<file path="config.mk">
export PLATFORM = sky130hd
export DESIGN_NAME = pwm_sequencer
export DESIGN_NICKNAME = d
export VERILOG_FILES = /design/src/rtl/pwm_seq_pkg.sv /design/src/rtl/pwm_seq_arbiter.sv /design/src/rtl/pwm_sequencer.sv
export SDC_FILE = /design/constraint.sdc
export NUM_CORES = 1
export LEC_CHECK = 0
export CAP_MARGIN = 20
export CORE_UTILIZATION = 35
export DETAILED_ROUTE_END_ITERATION = 8
export PLACE_DENSITY = 0.67
export SYNTH_ARGS = -nofsm -noshare
export SYNTH_HDL_FRONTEND = slang
export SYNTH_SLANG_ARGS = --single-unit
</file>
<file path="constraint.sdc">
create_clock -name CLK -period 2.1 [get_ports CLK]
set_input_delay 0.42 -clock CLK [delete_from_list [all_inputs] [get_ports CLK]]
set_output_delay 0.42 -clock CLK [all_outputs]
set_load 0.02 [all_outputs]
</file>
<file path="src/rtl/pwm_seq_pkg.sv">
`default_nettype none
// ============================================================================
// Module      : pwm_seq_pkg
// Description : Shared types and constants for the PWM sequencer.
//               - pwm_seq_state_t : sequencer FSM state encoding
//               - SRC_NORMAL / SRC_STM : requester source indices
//               - PWM_WIDTH / PWM_TRANS_NUM : defaults shared with the
//                 PWM datapath
// Revision    : 1.0 - initial release
// ============================================================================
package pwm_seq_pkg;

  typedef enum logic [2:0] {
    IDLE      = 3'd0,
    READ      = 3'd1,
    DRAIN     = 3'd2,
    WAIT_DOUT = 3'd3,
    DONE      = 3'd4
  } pwm_seq_state_t;

  localparam logic SRC_NORMAL = 1'b0;
  localparam logic SRC_STM    = 1'b1;

  localparam int PWM_WIDTH     = 13;
  localparam int PWM_TRANS_NUM = 249;

endpackage
`default_nettype wire

</file>
<file path="src/rtl/pwm_seq_arbiter.sv">
`default_nettype none
// ============================================================================
// Module      : pwm_seq_arbiter
// Description : Two-way round-robin arbiter. The grant is combinational; the
//               priority pointer updates only when the grant is taken.
// Ports       : clk, rst_n      - clock, async active-low reset
//               req[1:0]        - request levels
//               take            - grant accepted this cycle
//               gnt_valid       - at least one request pending
//               gnt_src         - winning source index
// Revision    : 1.0 - initial release
// ============================================================================
module pwm_seq_arbiter
  import pwm_seq_pkg::*;
(
  input  logic       clk,
  input  logic       rst_n,
  input  logic [1:0] req,
  input  logic       take,
  output logic       gnt_valid,
  output logic       gnt_src
);

  // prio_q holds the source that wins the next tie, i.e. the complement of
  // the last granted source. Resetting it to 0 lets source 0 win first.
  logic prio_q;
  logic prio_d;

  always_comb begin
    gnt_valid = |req;
    gnt_src   = prio_q;
    case (req)
      2'b01:   gnt_src = SRC_NORMAL;
      2'b10:   gnt_src = SRC_STM;
      default: gnt_src = prio_q;
    endcase
    prio_d = prio_q;
    if (take && gnt_valid) begin
      prio_d = ~gnt_src;
    end
  end

  always_ff @(posedge clk or negedge rst_n) begin
    if (!rst_n) begin
      prio_q <= 1'b0;
    end else begin
      prio_q <= prio_d;
    end
  end

endmodule
`default_nettype wire

</file>
<file path="src/rtl/pwm_sequencer.sv">
`default_nettype none
// ============================================================================
// Module      : pwm_sequencer
// Description : Arbitrating loader for the per-transducer PWM datapath.
//               Grants one of two requesters (0 = normal gain, 1 = STM),
//               streams that source's TRANS_NUM duty/phase entries with
//               DIN_VALID, waits for DOUT_VALID and pulses ACK[SRC].
// Ports       : CLK, RST_N           - clock, async active-low reset
//               REQ[1:0] / ACK[1:0]  - request levels / completion pulses
//               ERR                  - watchdog timeout pulse
//               BUSY, SRC            - frame in progress, granted source
//               RD_EN, RD_ADDR       - memory read strobe / entry index
//               RD_DUTY, RD_PHASE    - per-source read data, source s at
//                                      [s*WIDTH +: WIDTH]
//               DIN_VALID, DUTY, PHASE - datapath input stream
//               DOUT_VALID           - datapath finished
// Options     : PWM_SEQ_TIMEOUT_EN - enables the DOUT_VALID watchdog
// Revision    : 1.0 - initial release
// ============================================================================
module pwm_sequencer
  import pwm_seq_pkg::*;
#(
  parameter int WIDTH     = PWM_WIDTH,
  parameter int TRANS_NUM = PWM_TRANS_NUM,
  parameter int ADDR_W    = $clog2(TRANS_NUM),
  parameter int RD_LAT    = 2,
  parameter int TIMEOUT   = 4096
) (
  input  logic                 CLK,
  input  logic                 RST_N,
  input  logic [1:0]           REQ,
  output logic [1:0]           ACK,
  output logic                 ERR,
  output logic                 BUSY,
  output logic                 SRC,
  output logic                 RD_EN,
  output logic [ADDR_W-1:0]    RD_ADDR,
  input  logic [2*WIDTH-1:0]   RD_DUTY,
  input  logic [2*WIDTH-1:0]   RD_PHASE,
  output logic                 DIN_VALID,
  output logic [WIDTH-1:0]     DUTY,
  output logic [WIDTH-1:0]     PHASE,
  input  logic                 DOUT_VALID
);

  localparam logic [ADDR_W-1:0] LAST_ADDR = ADDR_W'(TRANS_NUM - 1);

  pwm_seq_state_t      state_q, state_d;
  logic                src_q, src_d;
  logic [ADDR_W-1:0]   addr_q, addr_d;
  // vld_q[i] is RD_EN delayed by i+1 cycles; stage RD_LAT-1 marks read data
  // valid on the memory bus, stage RD_LAT is the registered output strobe.
  logic [RD_LAT:0]     vld_q, vld_d;
  logic [WIDTH-1:0]    duty_q, duty_d;
  logic [WIDTH-1:0]    phase_q, phase_d;

  logic                gnt_valid;
  logic                gnt_src;
  logic                take;
  logic                timeout_hit;
  logic                rd_en;

  pwm_seq_arbiter u_arbiter (
    .clk       (CLK),
    .rst_n     (RST_N),
    .req       (REQ),
    .take      (take),
    .gnt_valid (gnt_valid),
    .gnt_src   (gnt_src)
  );

  assign rd_en = (state_q == READ);

  // Next-state logic.
  always_comb begin
    state_d = state_q;
    src_d   = src_q;
    addr_d  = addr_q;
    take    = 1'b0;
    case (state_q)
      IDLE: begin
        if (gnt_valid) begin
          take    = 1'b1;
          src_d   = gnt_src;
          addr_d  = '0;
          state_d = READ;
        end
      end
      READ: begin
        // Address saturates at the last entry; it is cleared only on grant.
        if (addr_q == LAST_ADDR) begin
          state_d = DRAIN;
        end else begin
          addr_d = addr_q + ADDR_W'(1);
        end
      end
      DRAIN: begin
        // Once no read is left in flight the last datum is on the outputs.
        if (vld_q[RD_LAT-1:0] == '0) begin
          state_d = WAIT_DOUT;
        end
      end
      WAIT_DOUT: begin
        if (DOUT_VALID || timeout_hit) begin
          state_d = DONE;
        end
      end
      DONE: begin
        state_d = IDLE;
      end
      default: begin
        state_d = IDLE;
      end
    endcase
  end

  // Read-data pipeline: capture the granted source's data when valid.
  always_comb begin
    vld_d   = {vld_q[RD_LAT-1:0], rd_en};
    duty_d  = duty_q;
    phase_d = phase_q;
    if (vld_q[RD_LAT-1]) begin
      duty_d  = src_q ? RD_DUTY[2*WIDTH-1:WIDTH]  : RD_DUTY[WIDTH-1:0];
      phase_d = src_q ? RD_PHASE[2*WIDTH-1:WIDTH] : RD_PHASE[WIDTH-1:0];
    end
  end

  always_ff @(posedge CLK or negedge RST_N) begin
    if (!RST_N) begin
      state_q <= IDLE;
      src_q   <= 1'b0;
      addr_q  <= '0;
      vld_q   <= '0;
      duty_q  <= '0;
      phase_q <= '0;
    end else begin
      state_q <= state_d;
      src_q   <= src_d;
      addr_q  <= addr_d;
      vld_q   <= vld_d;
      duty_q  <= duty_d;
      phase_q <= phase_d;
    end
  end

`ifdef PWM_SEQ_TIMEOUT_EN
  localparam int TO_W = $clog2(TIMEOUT + 1);

  logic [TO_W-1:0] to_cnt_q, to_cnt_d;
  logic            err_q, err_d;

  // Counter is held at zero outside WAIT_DOUT, so it is clear on entry.
  always_comb begin
    to_cnt_d    = '0;
    timeout_hit = 1'b0;
    if (state_q == WAIT_DOUT) begin
      to_cnt_d    = to_cnt_q + TO_W'(1);
      timeout_hit = (to_cnt_q == TO_W'(TIMEOUT - 1));
    end
    // ERR only when the watchdog, not DOUT_VALID, ends the wait.
    err_d = timeout_hit && !DOUT_VALID;
  end

  always_ff @(posedge CLK or negedge RST_N) begin
    if (!RST_N) begin
      to_cnt_q <= '0;
      err_q    <= 1'b0;
    end else begin
      to_cnt_q <= to_cnt_d;
      err_q    <= err_d;
    end
  end

  assign ERR = err_q;
`else
  assign timeout_hit = 1'b0;
  assign ERR         = 1'b0;
`endif

  assign BUSY      = (state_q != IDLE);
  assign SRC       = src_q;
  assign RD_EN     = rd_en;
  assign RD_ADDR   = addr_q;
  assign DIN_VALID = vld_q[RD_LAT];
  assign DUTY      = duty_q;
  assign PHASE     = phase_q;
  assign ACK       = (state_q == DONE) ? (src_q ? 2'b10 : 2'b01) : 2'b00;

endmodule
`default_nettype wire

</file>
==> run_results.csv <==
group,metric,value,unit
outcome,status,"completed",
detailed_routing,ant_nets,0,
detailed_routing,wire_per_inst,13.3,um
power_and_ir_drop,internal_power,0.00270,W
synth,synth_ff_type,"dfrtp_1",
cts,clockBufferDepth,2,
timing,max-slew-margin-rel,65.4,%
timing,period_minus_slack,1.99,ns
floorplan,ios,98,
worst_setup_path,worst_path_largest_cell_delay,0.46,ns
floorplan,die_h,78.9,um
global_routing,antenna_found_initial,0,
detailed_routing,drc,0,
global_routing,grt_first_pass_wirelength,7820,um
worst_setup_path,path_cells,"or3b_4 -> inv_2 -> dlygate4sd2_1",
power_and_ir_drop,p_leak,1.41,nW
floorplan,start_util,36.9,%
cts,worstSkewPairLatency,0.29,ns
power_and_ir_drop,fin_total_pwr,0.00440,W
global_routing,first_global_vias,1754,
cts,cts_tree,"yes",
floorplan,design.die.area,6220,um^2
synth,postSynth.asyncResetShare,100,%
timing,skew,0.00422,ns
timing,worstMarginPinSlew,0.519,ns
worst_hold_path,min_path_type,"input port to async pin",
worst_setup_path,end_kind,"output pin",
timing,rsz0062_at_grt,"no",
finish,nets,358,
floorplan,core-area,5610,um^2
synth,synthCells,197,
timing,setup_viol,0,
finish,fill_cells,523,
synth,synth_cell_types,37,
synth,avgSynthCellArea,10.5,um^2
placement,dp_hpwl,3700,um
finish,seqCellArea,1050,um^2
detailed_routing,viasPerCell,4.80,
detailed_routing,first_pass_iters,3,
power_and_ir_drop,seq_power_share,32.7,%
worst_setup_path,critPathTopFamily,"flip-flops",
cts,cts.clk_slew.worst_paths,0.07,ns
power_and_ir_drop,powerDensity,1360,nW/um^2
cts,root_buffer,"clkbuf_8",
worst_setup_path,critPathMaxFanout,9,
timing,clock.fmax,502,MHz
finish,drive_above_1_share,9.43,%
detailed_routing,routed_wl,4900,um
cts,cts_sinks,42,
placement,portBuffers,96,
power_and_ir_drop,switching_power,0.00170,W
synth,seq_area_frac_synth,50.8,%
timing,finalSetupTns,0,ns
cts,cts_post_setup_buffers_inserted,0,
timing,maxSlewViolCount,0,
floorplan,num_rows,27,
synth,yosys_warnings,0,
floorplan,die_x,78.9,um
global_routing,grt_usage,16.1,%
worst_setup_path,worst_path_max_delay_cell,"dfrtp_1",
synth,ys_seq_elements,42,
worst_setup_path,arrival,1.57,ns
power_and_ir_drop,p_comb_share,52.8,%
worst_setup_path,required,1.68,ns
cts,cts.repair.resized,5,
timing,fin_crit_sh,94.8,%
placement,gp_congestion,0.799,
power_and_ir_drop,ir_worst_vdd,695,uV
job,drv_cap,0,
worst_setup_path,start_kind,"flip-flop",
power_and_ir_drop,sw_frac_of_total,38.6,%
detailed_routing,vias,1772,
cts,hold_buffers,0,
finish,multiInputGateArea,923,um^2
worst_setup_path,crit_type,"flip-flop to output pin",
cts,htreeDepth,2,
finish,diodes,0,
cts,cts_buffers,5,
global_routing,grt.overflow.total,0,
finish,final_common_cell,"clkdlybuf4s50_1",
power_and_ir_drop,power_frac_clock,14.5,%
finish,area_growth,56.1,%
finish,final_cell_mix,"clkdlybuf4s50_1 (91), dfrtp_1 (41), nor2_1 (33), a21oi_1 (30), mux2i_1 (27)",
detailed_routing,drt_iter0_markers,36,
synth,synth_fp_nets,258,
synth,synth-edff-count,0,
synth,synthesis.area,2070,um^2
worst_setup_path,critPathBufInv,2,
global_routing,grt_max_degree,43,
timing,hold_viol,0,
through the flow:
step / instances / setup slack, ns / utilization, % / cell area, um^2 / hold slack, ns
2_1_floorplan: 197 / 0.0402 / - / 2070 / 0.124
3_3_place_gp: 362 / 0.127 / 55.6 / 3120 / 0.356
3_5_place_dp: 362 / 0.115 / 55.6 / 3120 / 0.371
4_1_cts: 369 / 0.0934 / 57.5 / 3230 / 0.209
5_1_grt: 369 / 0.0389 / 57.5 / 3230 / 0.233
6_report: 369 / 0.109 / 57.5 / 3230 / 0.181
registers in the layout, summed over array words and instances (netlist names):
name and flops:
DUTY 13, state_q 3, RD_ADDR 8, vld_q 3, PHASE 13, u_arbiter.prio_q 1
SRC 1
worst paths after layout:
path / slack (ns) / startpoint / to / cells past startpoint
min: 0.18 / RST_N / RD_ADDR[7] / 2
max in group asynchronous: 1.54 / RST_N / state_q[0] / 2
min in group CLK: 0.38 / vld_q[0] / vld_q[1] / 0
max: 0.11 / state_q[1] / RD_EN / 3
max reg2reg: 0.47 / RD_ADDR[1] / RD_ADDR[0] / 6
min reg2reg: 0.38 / vld_q[0] / vld_q[1] / 0
power by group through the flow:
| stage | sequential, W | clock (W) | combinational (W) |
|---|---|---|---|
| 4_1_cts | 0.00144 | 0.000664 | 0.00236 |
| 6_report | 0.00144 | 0.000639 | 0.00232 |
| 3_3_place_gp | 0.00143 | 0 | 0.00234 |
| 2_1_floorplan | 0.00183 | 0 | 0.000928 |
| 3_5_place_dp | 0.00145 | 0 | 0.00237 |
| 5_1_grt | 0.00150 | 0.000702 | 0.00251 |
cell type report:
cell class              instances  share of cell area, %
clock buffers                   6                   2.56
clock inverters                 1                  0.931
inverters                       6                  0.698
multi-input cells             136                   28.6
flip-flops and latches         42                   32.6
well taps                      72                   2.79
repair buffers                106                   31.8
cell usage after synthesis (2+ instances only):
library cell  instances  area, um^2
dfrtp_1              42        1050
nor2_1               33         124
a21oi_1              30         150
mux2i_1              27         270
clkbuf_1              8        30.0
inv_1                 5        18.8
nand2_1               5        18.8
ha_1                  4        50.1
nand3_1               4        20.0
a22o_1                3        26.3
xnor2_1               3        26.3
and3_1                2        12.5
buf_2                 2        10.0
buf_6                 2        22.5
nand4_1               2        12.5
o21ai_0               2        10.0
o31ai_1               2        15.0
xor2_1                2        17.5
layer usage:
metal  global-route usage, %  vias up  share of wire (%)
met3                    5.29        6                8.1
met1                    18.0      825                 41
met5                       0        -                  0
li1                        -      884                  -
met2                    28.7       57                 49
met4                    5.64        0                1.3
kinds of logic after synthesis:
group | share of synthesized area [%]
buf+inv | 4.48
mux | 13.8
other cells | 0.181
simple gates | 14.1
fa+ha+maj | 2.42
xor+xnor | 2.12
compound gates | 12.0
flops | 50.8
Note: power is estimated with default switching activity, not from simulation.
